==> config.mk <==
export PLATFORM = sky130hd
export DESIGN_NAME = seg7_address_decoder
export DESIGN_NICKNAME = d
export VERILOG_FILES = /design/src/rtl/seg7_pkg.sv /design/src/rtl/seg7_to_hex.sv /design/src/rtl/seg7_address_decoder.sv
export SDC_FILE = /design/constraint.sdc
export NUM_CORES = 1
export LEC_CHECK = 0
export ABC_CLOCK_PERIOD_IN_PS = 4000
export CAP_MARGIN = 40
export CORE_ASPECT_RATIO = 0.9
export CORE_UTILIZATION = 45
export DETAILED_ROUTE_END_ITERATION = 10
export PLACE_DENSITY = 0.69
export SYNTH_ARGS = -nofsm -noshare
export SYNTH_HDL_FRONTEND = slang
export SYNTH_SLANG_ARGS = --single-unit
==> constraint.sdc <==
create_clock -name clk -period 4 [get_ports clk]
set_input_delay 0.8 -clock clk [delete_from_list [all_inputs] [get_ports clk]]
set_output_delay 0.8 -clock clk [all_outputs]
set_load 0.01 [all_outputs]
==> src/rtl/seg7_pkg.sv <==
// seg7_pkg: shared glyph constants, widths and FSM state type for the 7-segment address decoder
package seg7_pkg;
  localparam int SEG_W  = 7;
  localparam int ADDR_W = 5;
  localparam logic [SEG_W-1:0] CHR_0 = 7'h40;
  localparam logic [SEG_W-1:0] CHR_1 = 7'h79;
  localparam logic [SEG_W-1:0] CHR_2 = 7'h24;
  localparam logic [SEG_W-1:0] CHR_3 = 7'h30;
  localparam logic [SEG_W-1:0] CHR_4 = 7'h19;
  localparam logic [SEG_W-1:0] CHR_5 = 7'h12;
  localparam logic [SEG_W-1:0] CHR_6 = 7'h02;
  localparam logic [SEG_W-1:0] CHR_7 = 7'h58;
  localparam logic [SEG_W-1:0] CHR_8 = 7'h00;
  localparam logic [SEG_W-1:0] CHR_9 = 7'h10;
  localparam logic [SEG_W-1:0] CHR_A = 7'h08;
  localparam logic [SEG_W-1:0] CHR_B = 7'h03;
  localparam logic [SEG_W-1:0] CHR_C = 7'h46;
  localparam logic [SEG_W-1:0] CHR_D = 7'h21;
  localparam logic [SEG_W-1:0] CHR_E = 7'h06;
  localparam logic [SEG_W-1:0] CHR_F = 7'h0E;
  localparam logic [SEG_W-1:0] BLANK = 7'h7F;
  localparam logic [SEG_W-1:0] GLYPH [16] = '{CHR_0, CHR_1, CHR_2, CHR_3, CHR_4, CHR_5, CHR_6, CHR_7,
                                              CHR_8, CHR_9, CHR_A, CHR_B, CHR_C, CHR_D, CHR_E, CHR_F};
  typedef enum logic {TRACK, PRESENT} state_t;
endpackage

==> src/rtl/seg7_to_hex.sv <==
// seg7_to_hex: combinational decode of one active-low segment pattern to a hex nibble
module seg7_to_hex
  import seg7_pkg::*;
(
  input  logic [SEG_W-1:0] seg,
  output logic             legal,
  output logic             is_blank,
  output logic [3:0]       nibble
);
  assign is_blank = seg == BLANK;
  always_comb begin
    legal  = 1'b0;
    nibble = '0;
    for (int i = 0; i < 16; i++)
      if (seg == GLYPH[i]) begin
        legal  = 1'b1;
        nibble = 4'(i);
      end
  end
endmodule

==> src/rtl/seg7_address_decoder.sv <==
// seg7_address_decoder: debounces a two-digit segment pair and offers the decoded address on valid/ready
module seg7_address_decoder
  import seg7_pkg::*;
#(
  parameter int STABLE_CYCLES = 4
) (
  input  logic              clk,
  input  logic              reset,
  input  logic [SEG_W-1:0]  seg1,
  input  logic [SEG_W-1:0]  seg0,
  output logic [ADDR_W-1:0] addr_out,
  output logic              addr_valid,
  input  logic              addr_ready,
  output logic              blank,
  output logic              err
);
  logic [2*SEG_W-1:0] sample, prev_q, prev_d, last_rep_q, last_rep_d;
  logic [7:0] cnt_q, cnt_d;
  logic [ADDR_W-1:0] addr_q, addr_d;
  logic valid_q, valid_d, blank_q, blank_d, err_q, err_d;
  state_t state_q, state_d;
  logic hi_legal, hi_blank, lo_legal, lo_blank, match, qualify, is_addr, is_blank;
  logic [3:0] hi_nib, lo_nib;

  seg7_to_hex u_hi (.seg(seg1), .legal(hi_legal), .is_blank(hi_blank), .nibble(hi_nib));
  seg7_to_hex u_lo (.seg(seg0), .legal(lo_legal), .is_blank(lo_blank), .nibble(lo_nib));

  assign sample   = {seg1, seg0};
  assign match    = sample == prev_q;
  assign is_addr  = hi_legal && lo_legal && hi_nib[3:1] == 3'd0;
  assign is_blank = hi_blank && lo_blank;
  // the edge that brings the run to STABLE_CYCLES identical samples
  assign qualify  = state_q == TRACK && match && cnt_q == 8'(STABLE_CYCLES - 2) && sample != last_rep_q;

  always_comb begin
    state_d    = state_q;
    cnt_d      = cnt_q;
    prev_d     = prev_q;
    last_rep_d = last_rep_q;
    addr_d     = addr_q;
    valid_d    = valid_q;
    blank_d    = blank_q;
    err_d      = 1'b0;
    if (state_q == TRACK) begin
      prev_d = sample;
      cnt_d  = !match ? 8'd0 : (cnt_q == 8'hFF ? cnt_q : cnt_q + 8'd1);
      if (qualify) begin
        last_rep_d = sample;
        blank_d    = is_blank;
        err_d      = !is_addr && !is_blank;
        if (is_addr) begin
          addr_d  = {hi_nib[0], lo_nib};
          valid_d = 1'b1;
          state_d = PRESENT;
        end
      end
    end else if (addr_ready) begin
      state_d = TRACK;
      valid_d = 1'b0;
      cnt_d   = 8'd0;
      prev_d  = sample;
    end
  end

  always_ff @(posedge clk or posedge reset)
    if (reset) begin
      state_q    <= TRACK;
      cnt_q      <= 8'd0;
      prev_q     <= '1;
      last_rep_q <= '1;
      addr_q     <= '0;
      valid_q    <= 1'b0;
      blank_q    <= 1'b1;
      err_q      <= 1'b0;
    end else begin
      state_q    <= state_d;
      cnt_q      <= cnt_d;
      prev_q     <= prev_d;
      last_rep_q <= last_rep_d;
      addr_q     <= addr_d;
      valid_q    <= valid_d;
      blank_q    <= blank_d;
      err_q      <= err_d;
    end

  assign addr_out   = addr_q;
  assign addr_valid = valid_q;
  assign blank      = blank_q;
  assign err        = err_q;
endmodule

Yosys cells after proc, flatten, opt, wreduce, memory -nomap -nowiden
Index checks and enable logic that the tools add are counted.
Operators by class
  add/subtract/negate cells: 1
  muxes and demuxes: 78
  equal/unequal tests: 38
  reductions and logical operators: 18
  bitwise gates (word level): 1
Operators with widths (count)
  $eq 7x7->1 const B: 10
  $mux 4: 16
  $mux 1: 44
  $eq 7x5->1 const B: 6
  $eq 7x6->1 const B: 6
  $mux 8: 4
  $eq 7x2->1 const B: 4
  $eq 7x4->1 const B: 4
  $mux 14: 2
  $mux 3: 8
  $eq 14x14->1: 1
  $eq 7x3->1 const B: 2
  $logic_not 7->1: 2
  $ne 14x14->1: 1
  $add 8x1->8 const B: 1
  $eq 8x2->1 const B: 1
  $eq 8x8->1 const B: 1
  $mux 2: 4
  $logic_and 1x1->1: 7
  $reduce_and 3->1: 2
  $reduce_and 2->1: 2
  $reduce_bool 2->1: 2
  $logic_not 3->1: 1
  $ne 3x3->1 const B: 1
  other kinds (3): 4
Word-level totals
  bits in registers: 45
  input bits: 17

Longest topological paths before layout
Gate-level depths: netlist of the first run.
  word-level depth: 23
  mapped depth: 9
  mapped depth without buffers: 7

Hierarchy
Synthesis of the first run repeated with hierarchy kept, for this count alone.
Second synthesis, totals
  cell total of the unflattened synthesis: 314
  area, all modules: 2944.1 um2
By module, submodules not included
  seg7_address_decoder: instances 1, area each 2258.4 um2, cells each 202
  seg7_to_hex: instances 2, area each 342.8 um2, cells each 56

Worst setup path after synthesis of the first run
Ideal clock, no wire load.
  kind: input to register
  start point: in seg0[2]
  end point: reg addr_q[0] (netlist: addr_out[0])
  path slack: 1.443 ns
  library setup time: 0.125 ns
  path buffers: 1
  data arrival time: 2.432 ns
  cell stages on the path: 7
  cells stage by stage: buf_4 > or2_1 > or4_4 > and3_4 > a31oi_4 > nand2_4 > mux2_4
Between the ends
  cells in the longest elaborated chain, start to end: 20
  elaborated cells on any way between the ends: 55
RTL lines
  start, declared: RTL line seg7_address_decoder.sv:10  | input logic [SEG_W-1:0] seg0,
  $eq 7x7->1: RTL line seg7_to_hex.sv:15  | if (seg == GLYPH[i]) begin
  $mux 1 (16 in series): RTL line seg7_to_hex.sv:15
  $logic_and 1x1->1 (2 in series): RTL line seg7_address_decoder.sv:30  | assign is_addr = hi_legal && lo_legal && hi_nib[3:1] == 3'd0;
  $reduce_and 3->1 (no line)
  end signal, assigned: RTL line seg7_address_decoder.sv:80  | addr_q <= addr_d;
  end, declared: RTL line seg7_address_decoder.sv:19  | logic [ADDR_W-1:0] addr_q, addr_d;
Several ways; a longest one is shown, not always the timed one.
A chain may end at the register's enable or synchronous reset.

Worst setup path in the final report of the first run
  start point: in seg0[1]
  end point: reg addr_q[0] (netlist: addr_out[0])
The elaborated chain is that of the path after synthesis.

==> results.json, run 1 <==
{
  "status": "complete, but fails checks",
  "violations": "design-rule violations",
  "routed_wl_um": 6050,
  "synth_top_area_share_pct": 27.7,
  "row_count": 26,
  "synthTopCellsByArea": "dfstp_2 (28%), dfrtp_1 (15%), nand2_1 (8.1%)",
  "cp_max_fo": 11,
  "end_kind": "register",
  "min_path_type": "reg2reg",
  "dp_slack_ps": 708,
  "synth_nets": 314,
  "drv_slew": 0,
  "p_sw_mw": 0.227,
  "yosys.area_share.adder_pct": 0.911,
  "routabilityCongestion": 0.801,
  "start_util_pct": 47.4,
  "synth_warnings": 0,
  "yosysMostFrequentCell": "nand2_1",
  "maxCapViolations": 0,
  "tightest_slew_ps": 784,
  "p_per_area_nw_per_um2": 289,
  "setup_slack_ps": 989,
  "synth_top_family_by_area": "simple AND/OR/NAND/NOR gates",
  "synth_common_cells": "nand2_1 (59), dfstp_2 (29), dfrtp_1 (16)",
  "fin_crit_sh_pct": 75.3,
  "p_leak_nw": 1.32,
  "slew_headroom_pct": 47.4,
  "nNetsFinal": 337,
  "seq_power_share_pct": 51.4,
  "comb_power_share_pct": 12.1,
  "grt_max_degree": 25,
  "drt-pass1-iter-count": 7,
  "vias": 2209,
  "die_area_um2": 6420,
  "synth_xor_area_share_pct": 9.25,
  "critPathLaunchType": "primary input",
  "required_ps": 4190,
  "drive_gt1_share_pct": 24.8,
  "ir_drop_mv": 0.143,
  "fin_worst_skew_ps": 9.57,
  "synth_ff_type": "dfstp_2",
  "synthMuxAreaShare_pct": 7.79,
  "r2r_cells": 6,
  "clock-root-buffer": "clkbuf_8",
  "numCtsBuffers": 5,
  "grt-ovfl-total": 0,
  "ys_types": 52,
  "portBuffers": 24,
  "synthArstFlopShare_pct": 100,
  "grt_pass1_vias": 1981,
  "clock-sinks": 45,
  "finalCriticalPeriod_ps": 3010,
  "place_area_um2": 3080,
  "rrSetupSlack_ps": 1720,
  "hold_viol_final": 0,
  "syn_area_um2": 2750,
  "clkPwrFrac_pct": 36.5,
  "ys_ff_latch": 45,
  "num_antenna_cells": 0,
  "post_cts_buffers": 0,
  "tns_ps": 0,
  "clk_pin_slew_worst_paths_ps": 80,
  "drc": 7,
  "die_w_um": 84.4,
  "core_um2": 5790,
  "synthCells": 295,
  "cts.hold.buffers_added": 0,
  "cts_tree": "built",
  "design_area_um2": 3190,
  "cts_buffer_depth": 2,
  "avgSynthCellArea_um2": 9.31,
  "max_freq_ghz": 0.332,
  "ys_seq_area_share_pct": 42.3,
  "synth_edf_count": 0,
  "arrival_ps": 3200,
  "swShare_pct": 24.6,
  "io_pins": 25,
  "setup_viol": 0,
  "via_per_inst": 5.68,
  "intPower_mw": 0.694,
  "post_cts_resized": 0,
  "clock_latency_ps": 300,
  "ant_nets": 0,
  "synth_compound_area_share_pct": 10.0,
  "grt_pass1_wl_um": 10100,
  "wl_per_cell_um": 15.6,
  "rsz0062_at_grt": "false",
  "synth_largest_area_cell": "dfstp_2",
  "die_h_um": 76.1,
  "grt_use_total_pct": 19.9,
  "drtIter0Drc": 123,
  "antenna_found_initial": 0,
  "cts-htree-levels": 2,
  "dpl.hpwl_um": 4380,
  "critical_path_class": "in2reg",
  "hold_depth": 2,
  "synth-simple-area-share_pct": 24.9,
  "area_growth_pct": 16.2
}
-- power by group through the flow --
stage | combinational, mW | clock [mW] | sequential (mW)
floorplan | 0.0686 | 0 | 0.480
global placement | 0.110 | 0 | 0.481
detailed placement | 0.111 | 0 | 0.481
CTS | 0.111 | 0.347 | 0.474
global route | 0.122 | 0.366 | 0.475
finish | 0.111 | 0.336 | 0.474
-- metal layers --
metal	vias up	GRT usage (%)	wire length [um]
li1	1078	-	-
met1	1062	29.5	2990
met2	63	29.5	2690
met3	6	4.12	314
met4	0	5.42	61
met5	-	0	0
-- through the flow --
stage          cells  total power, mW  util (%)  hold slack, ps
2_1_floorplan    295            0.549         -             441
3_3_place_gp     381            0.590      53.2             447
3_5_place_dp     381            0.592      53.2             451
4_1_cts          389            0.932      55.1             463
5_1_grt          389            0.963      55.1             481
6_report         389            0.921      55.1             462
-- sequential cells by signal, summed over array words and instances (netlist names) --
| signal | count |
|---|---|
| err | 1 |
| prev_q | 14 |
| last_rep_q | 14 |
| addr_valid | 1 |
| state_q | 1 |
| blank | 1 |
| addr_out | 5 |
| cnt_q | 8 |
-- worst max-delay path, cell delays in order --
cell	delay, ps
clkdlybuf4s50_1	670
buf_4	250
or3b_2	480
o22ai_1	170
a21oi_1	100
a31oi_4	300
nand2_4	120
mux2_4	310
-- logic make-up after synthesis --
group | after synthesis
and+or+nand+nor | 131
DFF | 45
AOI/OAI and AO/OA | 42
xor gates and xnor gates | 29
buffers and inverters | 28
muxes | 18
adders and majority gates | 2
-- cells in the final DEF, fill, tap and decap left out, types with 5 or more instances in the layout --
cell type / n
nand2_1: 59
o21ai_0: 11
a21oi_1: 14
dfstp_2: 29
mux2_2: 15
buf_4: 16
clkbuf_8: 6
clkdlybuf4s50_1: 24
xnor2_1: 14
nor4_1: 5
nor2_1: 12
nand3_1: 7
dfrtp_1: 16
xor2_1: 15
nor3_1: 8
nand4_1: 9
-- cell type report --
type                    instances  area, um^2
fillers                       532        2600
multi-input cells             222        1450
flip-flops and latches         45        1160
repair buffers                 40         360
clock buffers                   7         108
well taps                      70        87.6
inverters                       4        15.0
clock inverters                 1        6.26
-- worst paths after layout --
| kind | start | end |
|---|---|---|
| min | prev_q[13] | prev_q[13] |
| min in group asynchronous | reset | addr_out[4] |
| min reg2reg | prev_q[13] | prev_q[13] |
| max | seg0[1] | addr_out[0] |
| max reg2reg | prev_q[9] | last_rep_q[1] |
| max in group asynchronous | reset | last_rep_q[0] |
No activity file was read; power rests on OpenSTA's default activity.
==> run 2, diff against run 1 <==
--- a/config.mk
+++ b/config.mk
@@ -5,7 +5,7 @@
 export SDC_FILE = /design/constraint.sdc
 export NUM_CORES = 1
 export LEC_CHECK = 0
-export ABC_CLOCK_PERIOD_IN_PS = 4000
+export ABC_CLOCK_PERIOD_IN_PS = 2900
 export CAP_MARGIN = 40
 export CORE_ASPECT_RATIO = 0.9
 export CORE_UTILIZATION = 45
==> constraint.sdc (replaced) <==
create_clock -name clk -period 2.9 [get_ports clk]
set_input_delay 0.58 -clock clk [delete_from_list [all_inputs] [get_ports clk]]
set_output_delay 0.58 -clock clk [all_outputs]
set_load 0.01 [all_outputs]
==> results.json, run 2 (synthesized netlist as in run 1, its figures left out) <==
{
  "grt_pass1_vias": 2094,
  "drv_slew": 0,
  "status": "complete, but fails checks",
  "hold_depth": 2,
  "fin_worst_skew_ps": 9.91,
  "worstSetupStartpoint": "seg0[2]",
  "tns_ps": 0,
  "setup_viol": 0,
  "drt-pass1-iter-count": 8,
  "clock_latency_ps": 290,
  "nNetsFinal": 350,
  "post_cts_resized": 0,
  "die_area_um2": 6420,
  "final_cell_mix": "nand2_1 (59), dfstp_2 (29), buf_4 (26)",
  "maxCapViolations": 0,
  "num_antenna_cells": 0,
  "p_leak_nw": 1.38,
  "total_power_mw": 1.19,
  "final.fill_count": 531,
  "cp_slowest_cell": "clkdlybuf4s50_1",
  "rrSetupSlack_ps": 680,
  "cts-htree-levels": 2,
  "required_ps": 3080,
  "design_area_um2": 3290,
  "place_area_um2": 3210,
  "clock-sinks": 45,
  "cts_tree": "built",
  "cpPeakStageDelay_ps": 450,
  "hold_viol_final": 0,
  "min_path_type": "reg2reg",
  "cp_max_fo": 18,
  "routabilityCongestion": 0.917,
  "vias": 2225,
  "layout_commonest_cell": "nand2_1",
  "violations": "design-rule violations",
  "wl_per_cell_um": 15.4,
  "dp_slack_ps": 61.3,
  "critPathLaunchType": "primary input",
  "start_util_pct": 47.4,
  "setup_slack_ps": 339,
  "cp_cell_sequence": "clkdlybuf4s50_1, buf_12, xor2_1, nor4_1, nand4_1, nor3_4, buf_4, nand2_4, mux2_4",
  "p_per_area_nw_per_um2": 362,
  "grt-ovfl-total": 0,
  "drc": 6,
  "io_pins": 25,
  "grt_max_degree": 46,
  "area_growth_pct": 19.9,
  "portBuffers": 24,
  "r2r_cells": 7,
  "fin_crit_sh_pct": 88.3,
  "dpl.hpwl_um": 4500,
  "die_w_um": 84.4,
  "hold_slack_ps": 459,
  "drive_gt1_share_pct": 26.8,
  "fin_cells": 402,
  "die_h_um": 76.1,
  "routed_wl_um": 6200,
  "max_freq_ghz": 0.390,
  "r2r_end": "addr_out[0]",
  "crit_end": "addr_out[0]",
  "cts_buffer_depth": 2,
  "via_per_inst": 5.53,
  "rsz0062_at_grt": "false",
  "row_count": 26,
  "ir_drop_mv": 0.235,
  "grt_use_total_pct": 20.8,
  "arrival_ps": 2740,
  "end_kind": "register",
  "numPlacedInstances": 394,
  "clk_pin_slew_worst_paths_ps": 80,
  "reg2reg_from": "prev_q[1]",
  "tightest_slew_ps": 558,
  "ant_nets": 0,
  "critical_path_class": "in2reg",
  "antenna_found_initial": 0,
  "slew_headroom_pct": 62.8,
  "post_cts_buffers": 0,
  "finalCriticalPeriod_ps": 2560,
  "cts.hold.buffers_added": 0,
  "finish.utilization_pct": 56.9,
  "numCtsBuffers": 5,
  "core_um2": 5790,
  "reg.largest.list": "last_rep_q: 14 flops, prev_q: 14 flops, cnt_q: 8 flops",
  "drtIter0Drc": 134,
  "grt_pass1_wl_um": 10500,
  "clock-root-buffer": "clkbuf_8"
}
## run 2: cell count changes in the layout (fill, tap and decap cells not counted), sizes merged
cell    delta
buf       +13
clkbuf     +1
inv        -1
## run 2: worst min-delay path by stage
stage                 endpoint       start
floorplan            prev_q[1]   prev_q[1]
global placement    prev_q[13]  prev_q[13]
detailed placement   prev_q[6]   prev_q[6]
CTS                  prev_q[6]   prev_q[6]
global route         prev_q[0]   prev_q[0]
finish               prev_q[6]   prev_q[6]
## run 2: worst max-delay path: cells and delay by family
family                 cells  cell delay, ps
buffers and inverters      3             790
AND/OR/NAND/NOR            4             900
multiplexers               1             300
XOR/XNOR                   1             160
## run 2: where the power goes
group	internal (mW)	total, mW	switching [mW]
combinational	0.0760	0.167	0.0912
sequential	0.646	0.653	0.00666
clock	0.171	0.371	0.200
total	0.894	1.19	0.298
## run 2: metal layers
metal  part of all wire, %  global-route usage (%)  vias to the layer above
met5                     0                       0                        -
met4                   1.7                    8.14                        0
met3                   4.3                    2.82                        9
met2                    44                    31.6                       62
met1                    50                    30.3                     1056
li1                      -                       -                     1098
## run 2: final cells by class
class	instances	area [um^2]	share of cell area (%)
flip-flops and latches	45	1160	35.3
repair buffers	53	495	15.0
clock buffers	8	80.1	2.43
well taps	70	87.6	2.66
multi-input cells	222	1450	44.1
inverters	4	15.0	0.456
==> run 3, diff against run 2 <==
--- a/config.mk
+++ b/config.mk
@@ -11,6 +11,7 @@
 export CORE_UTILIZATION = 45
 export DETAILED_ROUTE_END_ITERATION = 10
 export PLACE_DENSITY = 0.69
+export REMOVE_ABC_BUFFERS = 1
 export SYNTH_ARGS = -nofsm -noshare
 export SYNTH_HDL_FRONTEND = slang
 export SYNTH_SLANG_ARGS = --single-unit
==> results.json, run 3 (synthesized netlist as in run 1, its figures left out) <==
{
  "setup_viol": 0,
  "drtIter0Drc": 115,
  "post_cts_resized": 0,
  "die_h_um": 76.1,
  "cts-htree-levels": 2,
  "final.fill_count": 523,
  "dpl.hpwl_um": 4510,
  "setup_slack_ps": 304,
  "post_cts_buffers": 0,
  "final_cell_mix": "nand2_1 (59), dfstp_2 (29), buf_4 (25)",
  "clk_pin_slew_worst_paths_ps": 90,
  "design_area_um2": 3310,
  "cts.hold.buffers_added": 0,
  "portBuffers": 24,
  "wl_per_cell_um": 15.4,
  "routed_wl_um": 6180,
  "maxCapViolations": 0,
  "clock-root-buffer": "clkbuf_8",
  "ant_nets": 0,
  "routabilityCongestion": 1.01,
  "layout_commonest_cell": "nand2_1",
  "reg2reg_from": "prev_q[4]",
  "place_area_um2": 3230,
  "num_antenna_cells": 0,
  "multi_input_area_um2": 1450,
  "rsz0062_at_grt": "false",
  "ir_drop_mv": 0.286,
  "tns_ps": 0,
  "numCtsBuffers": 5,
  "drt-pass1-iter-count": 9,
  "clock-sinks": 45,
  "numPlacedInstances": 394,
  "crit_end": "addr_out[0]",
  "critical_path_class": "in2reg",
  "reg.largest.list": "last_rep_q: 14 flops, prev_q: 14 flops, cnt_q: 8 flops",
  "grt_pass1_vias": 2078,
  "cp_max_fo": 7,
  "p_leak_nw": 1.39,
  "row_count": 26,
  "fin_crit_sh_pct": 89.5,
  "required_ps": 3080,
  "drv_slew": 0,
  "ff_latch_area_um2": 1160,
  "grt_max_degree": 30,
  "drive_gt1_share_pct": 27.7,
  "status": "complete, but fails checks",
  "vias": 2224,
  "finalCriticalPeriod_ps": 2600,
  "total_power_mw": 1.21,
  "cts_buffer_depth": 2,
  "violations": "design-rule violations",
  "min_path_type": "reg2reg",
  "rrSetupSlack_ps": 730,
  "tightest_slew_ps": 628,
  "r2r_end": "addr_out[0]",
  "fin_worst_skew_ps": 13.1,
  "via_per_inst": 5.53,
  "core_um2": 5790,
  "start_util_pct": 47.4,
  "fin_cells": 402,
  "area_growth_pct": 20.5,
  "hold_viol_final": 0,
  "nNetsFinal": 350,
  "r2r_cells": 8,
  "arrival_ps": 2780,
  "antenna_found_initial": 0,
  "dp_slack_ps": 8.63,
  "io_pins": 25,
  "end_kind": "register",
  "slew_headroom_pct": 57.8,
  "die_w_um": 84.4,
  "drc": 2,
  "cts_tree": "built",
  "p_per_area_nw_per_um2": 365,
  "hold_slack_ps": 462,
  "grt_use_total_pct": 20.7,
  "max_freq_ghz": 0.385,
  "die_area_um2": 6420,
  "critPathLaunchType": "primary input",
  "grt_pass1_wl_um": 10400,
  "finish.utilization_pct": 57.2,
  "grt-ovfl-total": 0,
  "clock_latency_ps": 300,
  "worstSetupStartpoint": "seg0[3]"
}
## run 3: cell types whose count changed in the layout (fill, tap and decap cells not counted), sizes merged
cell    change
clkbuf      -3
inv         +1
clkinv      +2
## run 3: worst min path at each step
stage          cells past startpoint          to  startpoint  slack, ps
2_1_floorplan                      2   prev_q[0]   prev_q[0]        440
3_3_place_gp                       2  prev_q[10]  prev_q[10]        450
3_5_place_dp                       2   prev_q[7]   prev_q[7]        450
4_1_cts                            2   prev_q[7]   prev_q[7]        470
5_1_grt                            2   prev_q[0]   prev_q[0]        480
6_report                           2   prev_q[9]   prev_q[9]        460
## run 3: where the power goes
part           total (mW)  internal [mW]  switching (mW)
clock               0.387          0.167           0.219
sequential          0.654          0.646         0.00712
combinational       0.167         0.0784          0.0889
total                1.21          0.892           0.315
## run 3: routing by layer
layer | up-vias | share of wire (%) | routed length [um] | GRT usage, %
li1 | 1100 | - | - | -
met1 | 1040 | 48 | 2980 | 30.6
met2 | 80 | 44 | 2740 | 31.0
met3 | 4 | 6.9 | 427 | 4.33
met4 | 0 | 0.66 | 41 | 4.92
met5 | - | 0 | 0 | 0
## run 3: critical path: stages
cell	delay [ps]
clkdlybuf4s50_1	540
buf_4	230
nor4b_1	140
o31ai_1	430
o211a_1	290
a31oi_4	130
nand2_4	130
mux2_4	300
## run 3: cell type report
class	count	share of cell area (%)
flip-flops and latches	45	35.1
repair buffers	53	15.3
well taps	70	2.65
clock inverters	3	0.491
multi-input cells	222	43.9
clock buffers	5	2.08
inverters	4	0.454
